$ cat config.mk
export PLATFORM = sky130hd
export DESIGN_NAME = board_ctrl
export DESIGN_NICKNAME = d
export VERILOG_FILES = /design/src/rtl/board_ctrl.sv
export SDC_FILE = /design/constraint.sdc
export NUM_CORES = 1
export LEC_CHECK = 0
export CORE_MARGIN = 5
export CORE_UTILIZATION = 45
export DETAILED_ROUTE_END_ITERATION = 8
export PLACE_DENSITY = 0.72
export SLEW_MARGIN = 20
export SYNTH_ARGS = -nofsm -noshare
export SYNTH_HDL_FRONTEND = slang
export SYNTH_SLANG_ARGS = --single-unit
$ cat constraint.sdc
create_clock -name clk -period 2.9 [get_ports clk]
set_input_delay 0.435 -clock clk [delete_from_list [all_inputs] [get_ports clk]]
set_output_delay 0.435 -clock clk [all_outputs]
set_load 0.05 [all_outputs]
$ cat src/rtl/board_ctrl.sv
// board_ctrl: synchronised, debounced button channels with rise/fall strobes, stretched system reset and single-step strobe.
//   clk      : single clock
//   rst_n    : asynchronous active-low reset
//   btn_in   : raw asynchronous buttons [N]
//   btn_lvl  : debounced levels [N]; btn_rise/btn_fall : one-cycle edge strobes [N]
//   sys_rst  : active-high system reset, stretched RST_LEN cycles, held while btn RST_BTN is down
//   step     : one-cycle step strobe from btn STEP_BTN
//   Define BOARD_CTRL_REPEAT_EN to auto-repeat step while the step button is held.
module board_ctrl #(
   parameter int N             = 4,
   parameter int SYNC_STAGES   = 2,
   parameter int DEBOUNCE_LEN  = 32,
   parameter int RST_LEN       = 16,
   parameter int RST_BTN       = 0,
   parameter int STEP_BTN      = 2,
   parameter int REPEAT_DELAY  = 1000000,
   parameter int REPEAT_PERIOD = 250000
) (
   input  logic         clk,
   input  logic         rst_n,
   input  logic [N-1:0] btn_in,
   output logic [N-1:0] btn_lvl,
   output logic [N-1:0] btn_rise,
   output logic [N-1:0] btn_fall,
   output logic         sys_rst,
   output logic         step
);
   localparam int DW = $clog2(DEBOUNCE_LEN + 1);
   localparam int RW = $clog2(RST_LEN + 1);
   localparam logic [DW-1:0] DB_LAST = DW'(DEBOUNCE_LEN - 1);
   localparam logic [DW-1:0] DB_ONE  = DW'(1);
   localparam logic [RW-1:0] RC_FULL = RW'(RST_LEN);
   localparam logic [RW-1:0] RC_ONE  = RW'(1);
   if (SYNC_STAGES < 2 || DEBOUNCE_LEN < 1 || RST_LEN < 1 || RST_BTN >= N || STEP_BTN >= N ||
       RST_BTN == STEP_BTN || REPEAT_DELAY < 1 || REPEAT_PERIOD < 1) begin : g_bad_cfg
      $error("board_ctrl: illegal parameter combination");
   end
   logic [SYNC_STAGES-1:0][N-1:0] sync_q, sync_d;
   logic [N-1:0][DW-1:0]          cnt_q, cnt_d;
   logic [N-1:0]                  lvl_q, lvl_d, rise_q, rise_d, fall_q, fall_d, tog, s;
   logic [RW-1:0]                 rc_q, rc_d;
   logic                          step_q, step_d, fire;
   assign sys_rst  = (rc_q != '0);
   assign btn_lvl  = lvl_q;
   assign btn_rise = rise_q;
   assign btn_fall = fall_q;
   assign step     = step_q;
   always_comb begin
      sync_d = {sync_q[SYNC_STAGES-2:0], btn_in};
      s      = sync_q[SYNC_STAGES-1];
      tog    = '0;
      cnt_d  = '0;
      for (int i = 0; i < N; i++) begin
         // the DEBOUNCE_LEN-th disagreeing sample accepts the change
         tog[i]   = (s[i] != lvl_q[i]) && (cnt_q[i] == DB_LAST);
         cnt_d[i] = (s[i] == lvl_q[i] || tog[i]) ? '0 : cnt_q[i] + DB_ONE;
      end
      lvl_d  = lvl_q ^ tog;
      rise_d = tog & ~lvl_q;
      fall_d = tog & lvl_q;
      rc_d   = lvl_q[RST_BTN] ? RC_FULL : (rc_q != '0) ? rc_q - RC_ONE : '0;
      // presses landing inside a system reset are dropped, not queued
      step_d = (rise_q[STEP_BTN] & ~sys_rst) | fire;
   end
   always_ff @(posedge clk or negedge rst_n) begin
      if (!rst_n) begin
         sync_q <= '0;
         cnt_q  <= '0;
         lvl_q  <= '0;
         rise_q <= '0;
         fall_q <= '0;
         rc_q   <= RC_FULL;
         step_q <= 1'b0;
      end else begin
         sync_q <= sync_d;
         cnt_q  <= cnt_d;
         lvl_q  <= lvl_d;
         rise_q <= rise_d;
         fall_q <= fall_d;
         rc_q   <= rc_d;
         step_q <= step_d;
      end
   end
`ifdef BOARD_CTRL_REPEAT_EN
   localparam int RMAX = (REPEAT_DELAY > REPEAT_PERIOD) ? REPEAT_DELAY : REPEAT_PERIOD;
   localparam int PW   = $clog2(RMAX + 1);
   logic [PW-1:0] rep_q, rep_d;
   logic          rpt_q, rpt_d, hold;
   // rep_q counts cycles since the level rose (or since the last repeat); rpt_q marks the first repeat done
   always_comb begin
      hold  = lvl_q[STEP_BTN] & ~sys_rst;
      // a release landing on the repeat cycle suppresses that strobe
      fire  = hold & lvl_d[STEP_BTN] & (rep_q == (rpt_q ? PW'(REPEAT_PERIOD) : PW'(REPEAT_DELAY)));
      rep_d = !hold ? '0 : fire ? PW'(1) : rep_q + PW'(1);
      rpt_d = hold & (rpt_q | fire);
   end
   always_ff @(posedge clk or negedge rst_n) begin
      if (!rst_n) begin
         rep_q <= '0;
         rpt_q <= 1'b0;
      end else begin
         rep_q <= rep_d;
         rpt_q <= rpt_d;
      end
   end
`else
   assign fire = 1'b0;
`endif
endmodule

==> metrics.md, run 1 <==
| Metric | Value |
|---|---|
| Initial Utilization | `46.2%` |
| Initial antenna violation count | `0` |
| Commonest non-fill, non-tap cells in the layout | `dfrtp_1, nor2_1, clkdlybuf4s50_1` |
| Drt pass-1 iters | `4` |
| Critical path class | `flip-flop to output port` |
| CP required | `2.47 ns` |
| Element type at the critical path end | `output port` |
| Hold Crit Class | `primary input to async pin` |
| CP startpoint kind | `flip-flop` |
| Routed WL | `3180 microns` |
| LEAKAGE | `1.08 nW` |
| Final nets | `197` |
| Clock Tree Buf Depth | `2` |
| Non-filler cells, final | `239` |
| Max_slew headroom | `59.3%` |
| Setup slack after layout | `0.335 ns` |
| Worst path arrival time | `2.13 ns` |
| H-tree depth | `2` |
| Pins Over Slew Limit | `0` |
| Antenna-violating nets left | `0` |
| Maxcap violations | `0` |
| Final period util | `88.4%` |
| Die area | `5910 sq um` |
| Layout area overhead | `19.2%` |
| Commonest non-fill, non-tap cell in the layout | `dfrtp_1` |
| Drt drc | `0` |
| Syn Inst Count | `161` |
| Status | `finished clean` |
| Site Rows | `24` |
| Post_cts resized | `0` |
| Worst-case reg-to-reg path depth | `5` |
| Share of cells above drive strength 1 | `13.4%` |
| Distinct cells, synth | `27` |
| Final Hold Fails | `0` |
| Post-Syn Area | `2010 sq um` |
| Wire per inst | `13.3 microns` |
| Via count of the routed design | `1217` |
| Sequential share of the synthesized area | `62.3%` |
| CTS sink count | `50` |
| Die Wd | `76.8 microns` |
| Dpl hpwl | `2310 microns` |
| Worst skew pair latency | `0.30 ns` |
| GPL Wtd Cong | `0.811` |
| Area leader, netlist | `dfrtp_1` |
| Core ar. | `4350 sq um` |
| Fin Clk Skew | `0.00901 ns` |
| FF+latch count, synth | `50` |
| Crit Path Max Fanout | `3` |
| Synthesized Nets | `172` |
| DR iter-0 viols | `78` |
| Via count of the first global-routing pass | `1336` |
| GR Overflow Total | `0` |
| Die height | `76.8 microns` |
| Placed Cells incl. Taps | `231` |
| Synth top area share | `61.0%` |
| Pre-CTS setup slack | `0.639 ns` |
| Top Ports | `20` |
| Max Clock Freq | `390 MHz` |
| I/O Buffers | `19` |
| Largest net degree at the start of global routing | `51` |
| Global-route wire length before repair | `5780 microns` |
| Cts hold-fix bufs | `0` |
| CTS tree | `done` |
| Min cycle time layout | `2.56 ns` |
| TNS Setup | `0 ns` |
| Clock-pin slew on the worst setup and hold paths | `0.09 ns` |
| VDD IR max | `0.344 mV` |
| Syn. warnings | `0` |
| Cts bufs inserted | `5` |
| Post-CTS setup buffer count | `0` |
| Antenna diodes | `0` |
| Synth top area cells | `dfrtp_1, xor2_1, xnor2_1, nor2_1, ha_1` |
| GRT Overall Usage | `12.1%` |
| Synthesized area per cell | `12.5 sq um` |
| Pwr per Cell Area | `569 nW/um^2` |
| Worst-Margin Slew | `0.610 ns` |
| DR vias/cell | `5.09` |
| Final Setup Violations | `0` |
| RSZ-0062 raised after global routing | `false` |
| Root Driver | `clkbuf_8` |
==> stage by stage <==
step           util [%]  hold slack, ns  area, sq um  power [W]
6_report           55.0           0.136         2400    0.00136
5_1_grt            55.0           0.182         2400    0.00143
4_1_cts            55.0           0.361         2390    0.00138
3_5_place_dp       51.8           0.341         2260   0.000807
3_3_place_gp       51.8           0.335         2260   0.000803
2_1_floorplan         -           0.139         2010   0.000776
==> cell families (layout without fill, tap and decap cells) <==
kind of cell | count (synthesis) | in the layout | share of synthesized area [%]
AOI/OAI and AO/OA | 13 | 13 | 3.36
and+or+nand+nor | 63 | 63 | 18.0
adders and majority gates | 5 | 5 | 3.11
xor gates and xnor gates | 22 | 22 | 9.58
DFF | 50 | 50 | 62.3
muxes | 4 | 4 | 2.80
buffers and inverters | 4 | 30 | 0.809
==> power breakdown <==
part	internal [W]	switching (W)
clock network	0.000345	0.000227
logic	0.0000254	0.0000321
registers	0.000716	0.0000178
==> per-layer routing <==
| layer | GRT usage, % | share of wire [%] | vias to the layer above |
|---|---|---|---|
| li1 | - | - | 591 |
| met1 | 13.3 | 42 | 606 |
| met2 | 21.0 | 52 | 14 |
| met3 | 4.33 | 3.9 | 6 |
| met4 | 4.90 | 1.6 | 0 |
| met5 | 0 | 0 | - |
==> synthesized netlist by cell type <==
cell,number
and2_1,1
xnor2_1,10
nand3_1,5
mux2_4,3
nor3_1,1
a21oi_1,4
a21o_1,1
and3_1,3
or3b_2,1
nand3_2,4
nand2_1,4
xor2_1,12
dfrtp_1,49
and3_2,1
or2_2,2
or2_4,3
or3_1,4
ha_1,5
o21ai_0,8
nor4b_1,1
dfstp_2,1
inv_1,3
nand2b_1,4
nor3b_1,8
buf_2,1
nor2_1,21
mux2_2,1
==> sequential cells by signal, indices dropped and copies added, names as in the netlist, named ones only <==
signal	flops
rc_q	5
btn_fall	4
step	1
s	4
btn_rise	4
cnt_q	24
sync_d	4
==> path summary, 6_finish.rpt <==
path / from / endpoint / slack [ns]
worst max-delay path: rc_q[0]$_DFF_PN0_ / sys_rst / 0.34
min in group clk: sync_d[5]$_DFF_PN0_ / s[1]$_DFF_PN0_ / 0.36
worst min-delay path: rst_n / cnt_q[0]$_DFF_PN0_ / 0.14
worst max register to register: rc_q[0]$_DFF_PN0_ / rc_q[2]$_DFF_PN0_ / 1.47
max in group asynchronous: rst_n / cnt_q[8]$_DFF_PN0_ / 2.34
worst min register to register: sync_d[5]$_DFF_PN0_ / s[1]$_DFF_PN0_ / 0.36
==> cell type report <==
class	instances	area (sq um)
clock buffer	5	68.8
inverter	3	11.3
tap	52	65.1
fill	363	1960
clock inverter	3	68.8
sequential	50	1250
multi-input combinational	107	742
timing repair buffer	19	188
==> critical path, stage by stage, from the launching register on <==
cell,delay (ns)
dfrtp_1,0.42
inv_1,0.07
ha_1,0.19
nor4b_1,0.37
inv_1,0.07
clkdlybuf4s50_1,0.71
Power figures use the tool's default switching activity.
==> inputs of run 2 (changes only) <==
Settings changed: CORE_UTILIZATION 45 to 59, PLACE_DENSITY 0.72 to 0.89.
==> run 2 against run 1 <==
Effect of this change: clock power down 50%; non-clock buffer count unchanged; critical path type unchanged; largest cell class unchanged; register-to-register slack worse by 0.03 ns; sequential share of layout area up 2.2 points; flip-flop and latch count unchanged; critical path depth unchanged; critical endpoint unchanged; global-route usage up 3.6 points; core utilization up 14 points.
==> metrics.md, run 2 (synthesis results as in run 1) <==
| Metric | Value |
|---|---|
| Cts bufs inserted | `5 (unchanged)` |
| Crit Path Max Fanout | `3 (unchanged)` |
| CTS sink count | `50 (unchanged)` |
| Area of the multi-input gates | `742 sq um (unchanged)` |
| Commonest non-fill, non-tap cells in the layout | `dfrtp_1, nor2_1, clkdlybuf4s50_1 (unchanged)` |
| Critical R2R Capture | `rc_q[3]$_DFF_PN0_ (was rc_q[2]$_DFF_PN0_)` |
| Routed WL | `3020 microns (was 3180 microns)` |
| Via count of the first global-routing pass | `1235 (was 1336)` |
| Global-route wire length before repair | `5260 microns (was 5780 microns)` |
| CP required | `2.47 ns (about the same)` |
| GRT Overall Usage | `15.6% (was 12.1%)` |
| Layout area overhead | `14.4% (was 19.2%)` |
| Largest net degree at the start of global routing | `51 (unchanged)` |
| GPL Wtd Cong | `0.722 (was 0.811)` |
| Initial antenna violation count | `0 (unchanged)` |
| Clock-pin slew on the worst setup and hold paths | `0.13 ns (was 0.09 ns)` |
| Worst-Margin Slew | `0.590 ns (was 0.610 ns)` |
| Largest registers | `cnt_q x24, rc_q x5 (unchanged)` |
| Post-CTS setup buffer count | `0 (unchanged)` |
| LEAKAGE | `1.04 nW (was 1.08 nW)` |
| H-tree depth | `2 (unchanged)` |
| Clock Tree Buf Depth | `2 (unchanged)` |
| Root Driver | `clkbuf_4 (was clkbuf_8)` |
| Crit path cell chain | `inv_1 -> ha_1 -> nor4b_1 -> inv_1 -> clkdlybuf4s50_1 (unchanged)` |
| Worst path slowest cell | `clkdlybuf4s50_1 (unchanged)` |
| Final nets | `197 (unchanged)` |
| CP dominant cell by count | `inv_1 (unchanged)` |
| I/O Buffers | `19 (unchanged)` |
| Dpl hpwl | `2230 microns (was 2310 microns)` |
| Commonest non-fill, non-tap cell in the layout | `dfrtp_1 (unchanged)` |
| Max_slew headroom | `60.7% (was 59.3%)` |
| Maxcap violations | `0 (unchanged)` |
| Final period util | `91.2% (was 88.4%)` |
| Reg2Reg Setup Slack | `1.44 ns (was 1.47 ns)` |
| VDD IR max | `0.307 mV (was 0.344 mV)` |
| Largest register by flop count | `cnt_q (unchanged)` |
| Fin Clk Skew | `0.0149 ns (was 0.00901 ns)` |
| Antenna-violating nets left | `0 (unchanged)` |
| WP buf/inv | `3 (unchanged)` |
| CP startpoint kind | `flip-flop (unchanged)` |
| Cts hold-fix bufs | `0 (unchanged)` |
| RSZ-0062 raised after global routing | `false (unchanged)` |
| Max FFs per register | `24 (unchanged)` |
| Max Clock Freq | `378 MHz (was 390 MHz)` |
| Status | `finished clean (unchanged)` |
| Critical path class | `flip-flop to output port (unchanged)` |
| Slowest Stage Delay on Critical Path | `0.71 ns (about the same)` |
| Worst skew pair latency | `0.35 ns (was 0.30 ns)` |
| Worst-case reg-to-reg path depth | `5 (unchanged)` |
| Share of cells above drive strength 1 | `11.8% (was 13.4%)` |
| DR vias/cell | `5.20 (was 5.09)` |
| GR Overflow Total | `0 (unchanged)` |
| Drt pass-1 iters | `4 (unchanged)` |
| DR iter-0 viols | `59 (was 78)` |
| Die area | `4680 sq um (was 5910 sq um)` |
| Hold slack final | `0.0678 ns (was 0.136 ns)` |
| Pins Over Slew Limit | `0 (unchanged)` |
| Core Util, Final | `69.5% (was 55.0%)` |
| Pwr per Cell Area | `470 nW/um^2 (was 569 nW/um^2)` |
| Element type at the critical path end | `output port (unchanged)` |
| Die height | `68.4 microns (was 76.8 microns)` |
| Site Rows | `21 (was 24)` |
| Hold Crit Class | `primary input to async pin (unchanged)` |
| Non-filler cells, final | `233 (was 239)` |
| Antenna diodes | `0 (unchanged)` |
| CP top delay family | `buffers and inverters (unchanged)` |
| Placed Cells incl. Taps | `225 (was 231)` |
| Final Setup Violations | `0 (unchanged)` |
| Initial Utilization | `60.7% (was 46.2%)` |
| Post_cts resized | `0 (unchanged)` |
| TNS Setup | `0 ns (unchanged)` |
| Top Ports | `20 (unchanged)` |
| Worst path arrival time | `2.21 ns (was 2.13 ns)` |
| Reg area | `1250 sq um (unchanged)` |
| Core ar. | `3310 sq um (was 4350 sq um)` |
| Via count of the routed design | `1211 (was 1217)` |
| Fillers | `256 (was 363)` |
| Die Wd | `68.4 microns (was 76.8 microns)` |
| Final Hold Fails | `0 (unchanged)` |
| Drt drc | `0 (unchanged)` |
| RR Startpoint | `rc_q[0]$_DFF_PN0_ (unchanged)` |
| Wire per inst | `13.0 microns (was 13.3 microns)` |
| Min cycle time layout | `2.64 ns (was 2.56 ns)` |
| CTS tree | `done (unchanged)` |
[run 2: cell count changes in the layout (fill, tap and decap cells not counted), sizes merged]
cell	previous run	this run
bufinv	2	0
clkbuf	5	8
clkinv	1	0
[run 2: worst reg2reg max path: cells and delay by family, from the launching register on]
family	cells	cell delay (ns)
AND/OR/NAND/NOR	3	0.68
flip-flops	1	0.41
buffers and inverters	1	0.07
adder cells (fa/ha/maj)	1	0.19
[run 2: routing by layer]
layer	track usage [%]	vias up	share of wire [%]
met4	9.68	0	2.5
met3	4.43	7	3.2
met1	16.7	599	43
met2	27.1	19	52
met5	0	-	0
li1	-	586	-
[run 2: layout make-up]
cell class              count  share of cell area [%]
repair buffers             19                    8.16
multi-input cells         107                    32.3
well taps                  46                    2.50
flip-flops and latches     50                    54.5
clock buffers               8                    2.12
inverters                   3                   0.490
[run 2: worst max-delay path by stage]
stage | startpoint | end | slack [ns] | cells past startpoint
finish | rc_q[0]$_DFF_PN0_ | sys_rst | 0.26 | 5
floorplan | rc_q[0]$_DFF_PN0_ | sys_rst | 1.27 | 4
detailed placement | rc_q[0]$_DFF_PN0_ | sys_rst | 0.65 | 5
global route | rc_q[0]$_DFF_PN0_ | sys_rst | 0.05 | 5
CTS | rc_q[0]$_DFF_PN0_ | sys_rst | 0.23 | 5
global placement | rc_q[0]$_DFF_PN0_ | sys_rst | 0.72 | 5
[run 2: report_power, final]
group | switching, W | total (W) | internal [W]
combinational | 0.0000324 | 0.0000583 | 0.0000259
sequential | 0.0000177 | 0.000734 | 0.000717
clock | 0.000191 | 0.000288 | 0.0000971
[run 2: through the flow]
step	instance area, sq um	setup slack, ns	total power (W)
after CTS	2300	0.225	0.00109
after global routing	2300	0.0473	0.00113
final	2300	0.256	0.00108
after global placement	2250	0.718	0.000803
after floorplan	2010	1.27	0.000776
after detailed placement	2250	0.655	0.000808
==> inputs of run 3 (changes only) <==
Settings changed: ABC_CLOCK_PERIOD_IN_PS set to 2300, CORE_UTILIZATION 59 to 50, PLACE_DENSITY 0.89 to 0.81.
Clock period 2.9 ns to 2.3 ns, I/O delays scaled along.
==> run 3 against run 2 <==
Effect of this change: sequential power increased by 26%; largest cell class unchanged; final area increased by 3.8%; flip-flop and latch count unchanged; highest routed layer unchanged.
==> metrics.md, run 3 (synthesis results as in run 1) <==
| Metric | Value |
|---|---|
| Largest net degree at the start of global routing | `51 (unchanged)` |
| M1 GR Usage | `16.2% (was 16.7%)` |
| Maxcap violations | `0 (unchanged)` |
| Die height | `73.4 microns (was 68.4 microns)` |
| Routed WL | `3320 microns (was 3020 microns)` |
| Root Driver | `clkbuf_8 (was clkbuf_4)` |
| Final Hold Fails | `0 (unchanged)` |
| Commonest non-fill, non-tap cell in the layout | `dfrtp_1 (unchanged)` |
| Drt pass-1 iters | `4 (unchanged)` |
| Worst skew pair latency | `0.30 ns (was 0.35 ns)` |
| Critical path class | `flip-flop to output port (unchanged)` |
| Site Rows | `23 (was 21)` |
| Initial antenna violation count | `0 (unchanged)` |
| WP buf/inv | `1 (was 3)` |
| Layout area overhead | `18.7% (was 14.4%)` |
| Placed Instance Area | `2270 sq um (was 2250 sq um)` |
| Final Setup Violations | `0 (unchanged)` |
| GR Overflow Total | `0 (unchanged)` |
| Core Util, Final | `60.6% (was 69.5%)` |
| CP startpoint kind | `flip-flop (unchanged)` |
| Clock-pin slew on the worst setup and hold paths | `0.09 ns (was 0.13 ns)` |
| GRT met2 Usage | `24.2% (was 27.1%)` |
| CTS sink count | `50 (unchanged)` |
| GPL Wtd Cong | `0.762 (was 0.722)` |
| Max FFs per register | `24 (unchanged)` |
| Slowest Stage Delay on Critical Path | `0.87 ns (was 0.71 ns)` |
| Fin Clk Skew | `0.00611 ns (was 0.0149 ns)` |
| Design Area, Final | `2390 sq um (was 2300 sq um)` |
| RR Startpoint | `cnt_q[0]$_DFF_PN0_ (was rc_q[0]$_DFF_PN0_)` |
| Largest register by flop count | `cnt_q (unchanged)` |
| Antenna diodes | `0 (unchanged)` |
| Critical R2R Capture | `btn_fall[0]$_DFF_PN0_ (was rc_q[3]$_DFF_PN0_)` |
| Max_slew headroom | `65.6% (was 60.7%)` |
| LEAKAGE | `1.08 nW (was 1.04 nW)` |
| Drt drc | `0 (unchanged)` |
| Die area | `5390 sq um (was 4680 sq um)` |
| Dpl hpwl | `2400 microns (was 2230 microns)` |
| Worst path arrival time | `1.65 ns (was 2.21 ns)` |
| Via count of the routed design | `1219 (was 1211)` |
| Clock Tree Buf Depth | `2 (unchanged)` |
| Top Ports | `20 (unchanged)` |
| DR iter-0 viols | `37 (was 59)` |
| CTS tree | `done (unchanged)` |
| TNS Setup | `0 ns (unchanged)` |
| Via count of the first global-routing pass | `1296 (was 1235)` |
| Met3 Use GR | `4.10% (was 4.43%)` |
| CP required | `1.96 ns (was 2.47 ns)` |
| I/O Buffers | `19 (unchanged)` |
| Global-route wire length before repair | `5690 microns (was 5260 microns)` |
| Crit path cell chain | `clkdlybuf4s50_1 (was inv_1 -> ha_1 -> nor4b_1 -> inv_1 -> clkdlybuf4s50_1)` |
| Antenna-violating nets left | `0 (unchanged)` |
| Final period util | `86.7%` |
| Wire per inst | `13.9 microns (was 13.0 microns)` |
| GRT Overall Usage | `14.1% (was 15.6%)` |
| Status | `finished clean (unchanged)` |
| Core ar. | `3940 sq um (was 3310 sq um)` |
| DR vias/cell | `5.12 (was 5.20)` |
| CP top delay family | `buffers and inverters (unchanged)` |
| Pwr per Cell Area | `672 nW/um^2 (was 470 nW/um^2)` |
| Max Clock Freq | `501 MHz` |
| Hold Crit Class | `primary input to async pin (unchanged)` |
| Reg2Reg Setup Slack | `0.88 ns (was 1.44 ns)` |
| Initial Utilization | `51.0% (was 60.7%)` |
| Share of cells above drive strength 1 | `14.4% (was 11.8%)` |
| Pins Over Slew Limit | `0 (unchanged)` |
| Worst-Margin Slew | `0.514 ns (was 0.590 ns)` |
| Element type at the critical path end | `output port (unchanged)` |
| Cts bufs inserted | `5 (unchanged)` |
| Min cycle time layout | `1.99 ns` |
| VDD IR max | `0.478 mV (was 0.307 mV)` |
| Worst path slowest cell | `clkdlybuf4s50_1 (unchanged)` |
| Final nets | `198 (was 197)` |
| Crit Path Max Fanout | `8 (was 3)` |
| H-tree depth | `2 (unchanged)` |
| Fillers | `297 (was 256)` |
| Largest registers | `cnt_q x24, rc_q x5 (unchanged)` |
| Die Wd | `73.4 microns (was 68.4 microns)` |
| RSZ-0062 raised after global routing | `false (unchanged)` |
| Worst-case reg-to-reg path depth | `4 (was 5)` |
| Commonest non-fill, non-tap cells in the layout | `dfrtp_1, nor2_1, clkdlybuf4s50_1 (unchanged)` |
| Busiest grt layer | `met2 (unchanged)` |
-- run 3: how the worst max path moves through the flow --
stage	from	endpoint	slack [ns]	cells past startpoint
after global placement	rc_q[0]$_DFF_PN0_	sys_rst	0.64	5
after floorplan	rc_q[0]$_DFF_PN0_	sys_rst	0.76	4
final	flip-flop	btn_lvl[0]	0.31	1
after global routing	rc_q[0]$_DFF_PN0_	sys_rst	0.21	5
after detailed placement	rc_q[0]$_DFF_PN0_	sys_rst	0.55	5
after CTS	rc_q[0]$_DFF_PN0_	sys_rst	0.11	5
-- run 3: where the power goes --
group          internal (W)  leakage (nW)  switching [W]
Clock              0.000324        0.0514       0.000277
Combinational     0.0000357         0.361      0.0000426
Sequential         0.000903         0.666      0.0000229
Total               0.00126          1.08       0.000342
-- run 3: per-stage QoR --
step | hold WS [ns] | power [W] | setup slack (ns) | std cells
after global placement | 0.333 | 0.00102 | 0.642 | 230
after CTS | 0.0172 | 0.00162 | 0.105 | 238
final | 0.00879 | 0.00161 | 0.306 | 238
after detailed placement | 0.337 | 0.00102 | 0.551 | 230
after floorplan | 0.0494 | 0.000979 | 0.758 | 161
after global routing | 0.0113 | 0.00167 | 0.211 | 238
-- run 3: area by class of cell --
class                      count  area, sq um  share of cell area (%)
sequential                    50         1250                    52.5
multi-input combinational    107          748                    31.3
timing repair buffer          20          203                    8.49
clock buffer                   6         72.6                    3.04
tap                           50         62.6                    2.62
clock inverter                 2         37.5                    1.57
inverter                       3         11.3                   0.472
-- run 3: repair_timing --
item	in CTS	in global routing
setup buffers	0	0
hold buffers	0	0
endpoints found under the setup margin	0	1
resized for setup	0	1
-- run 3: routing by layer --
layer  wire, microns  vias to the layer above  part of all wire (%)
li1                -                      587                     -
met1            1390                      603                    42
met2            1750                       21                    53
met3             121                        8                   3.6
met4              59                        0                   1.8
met5               0                        -                     0
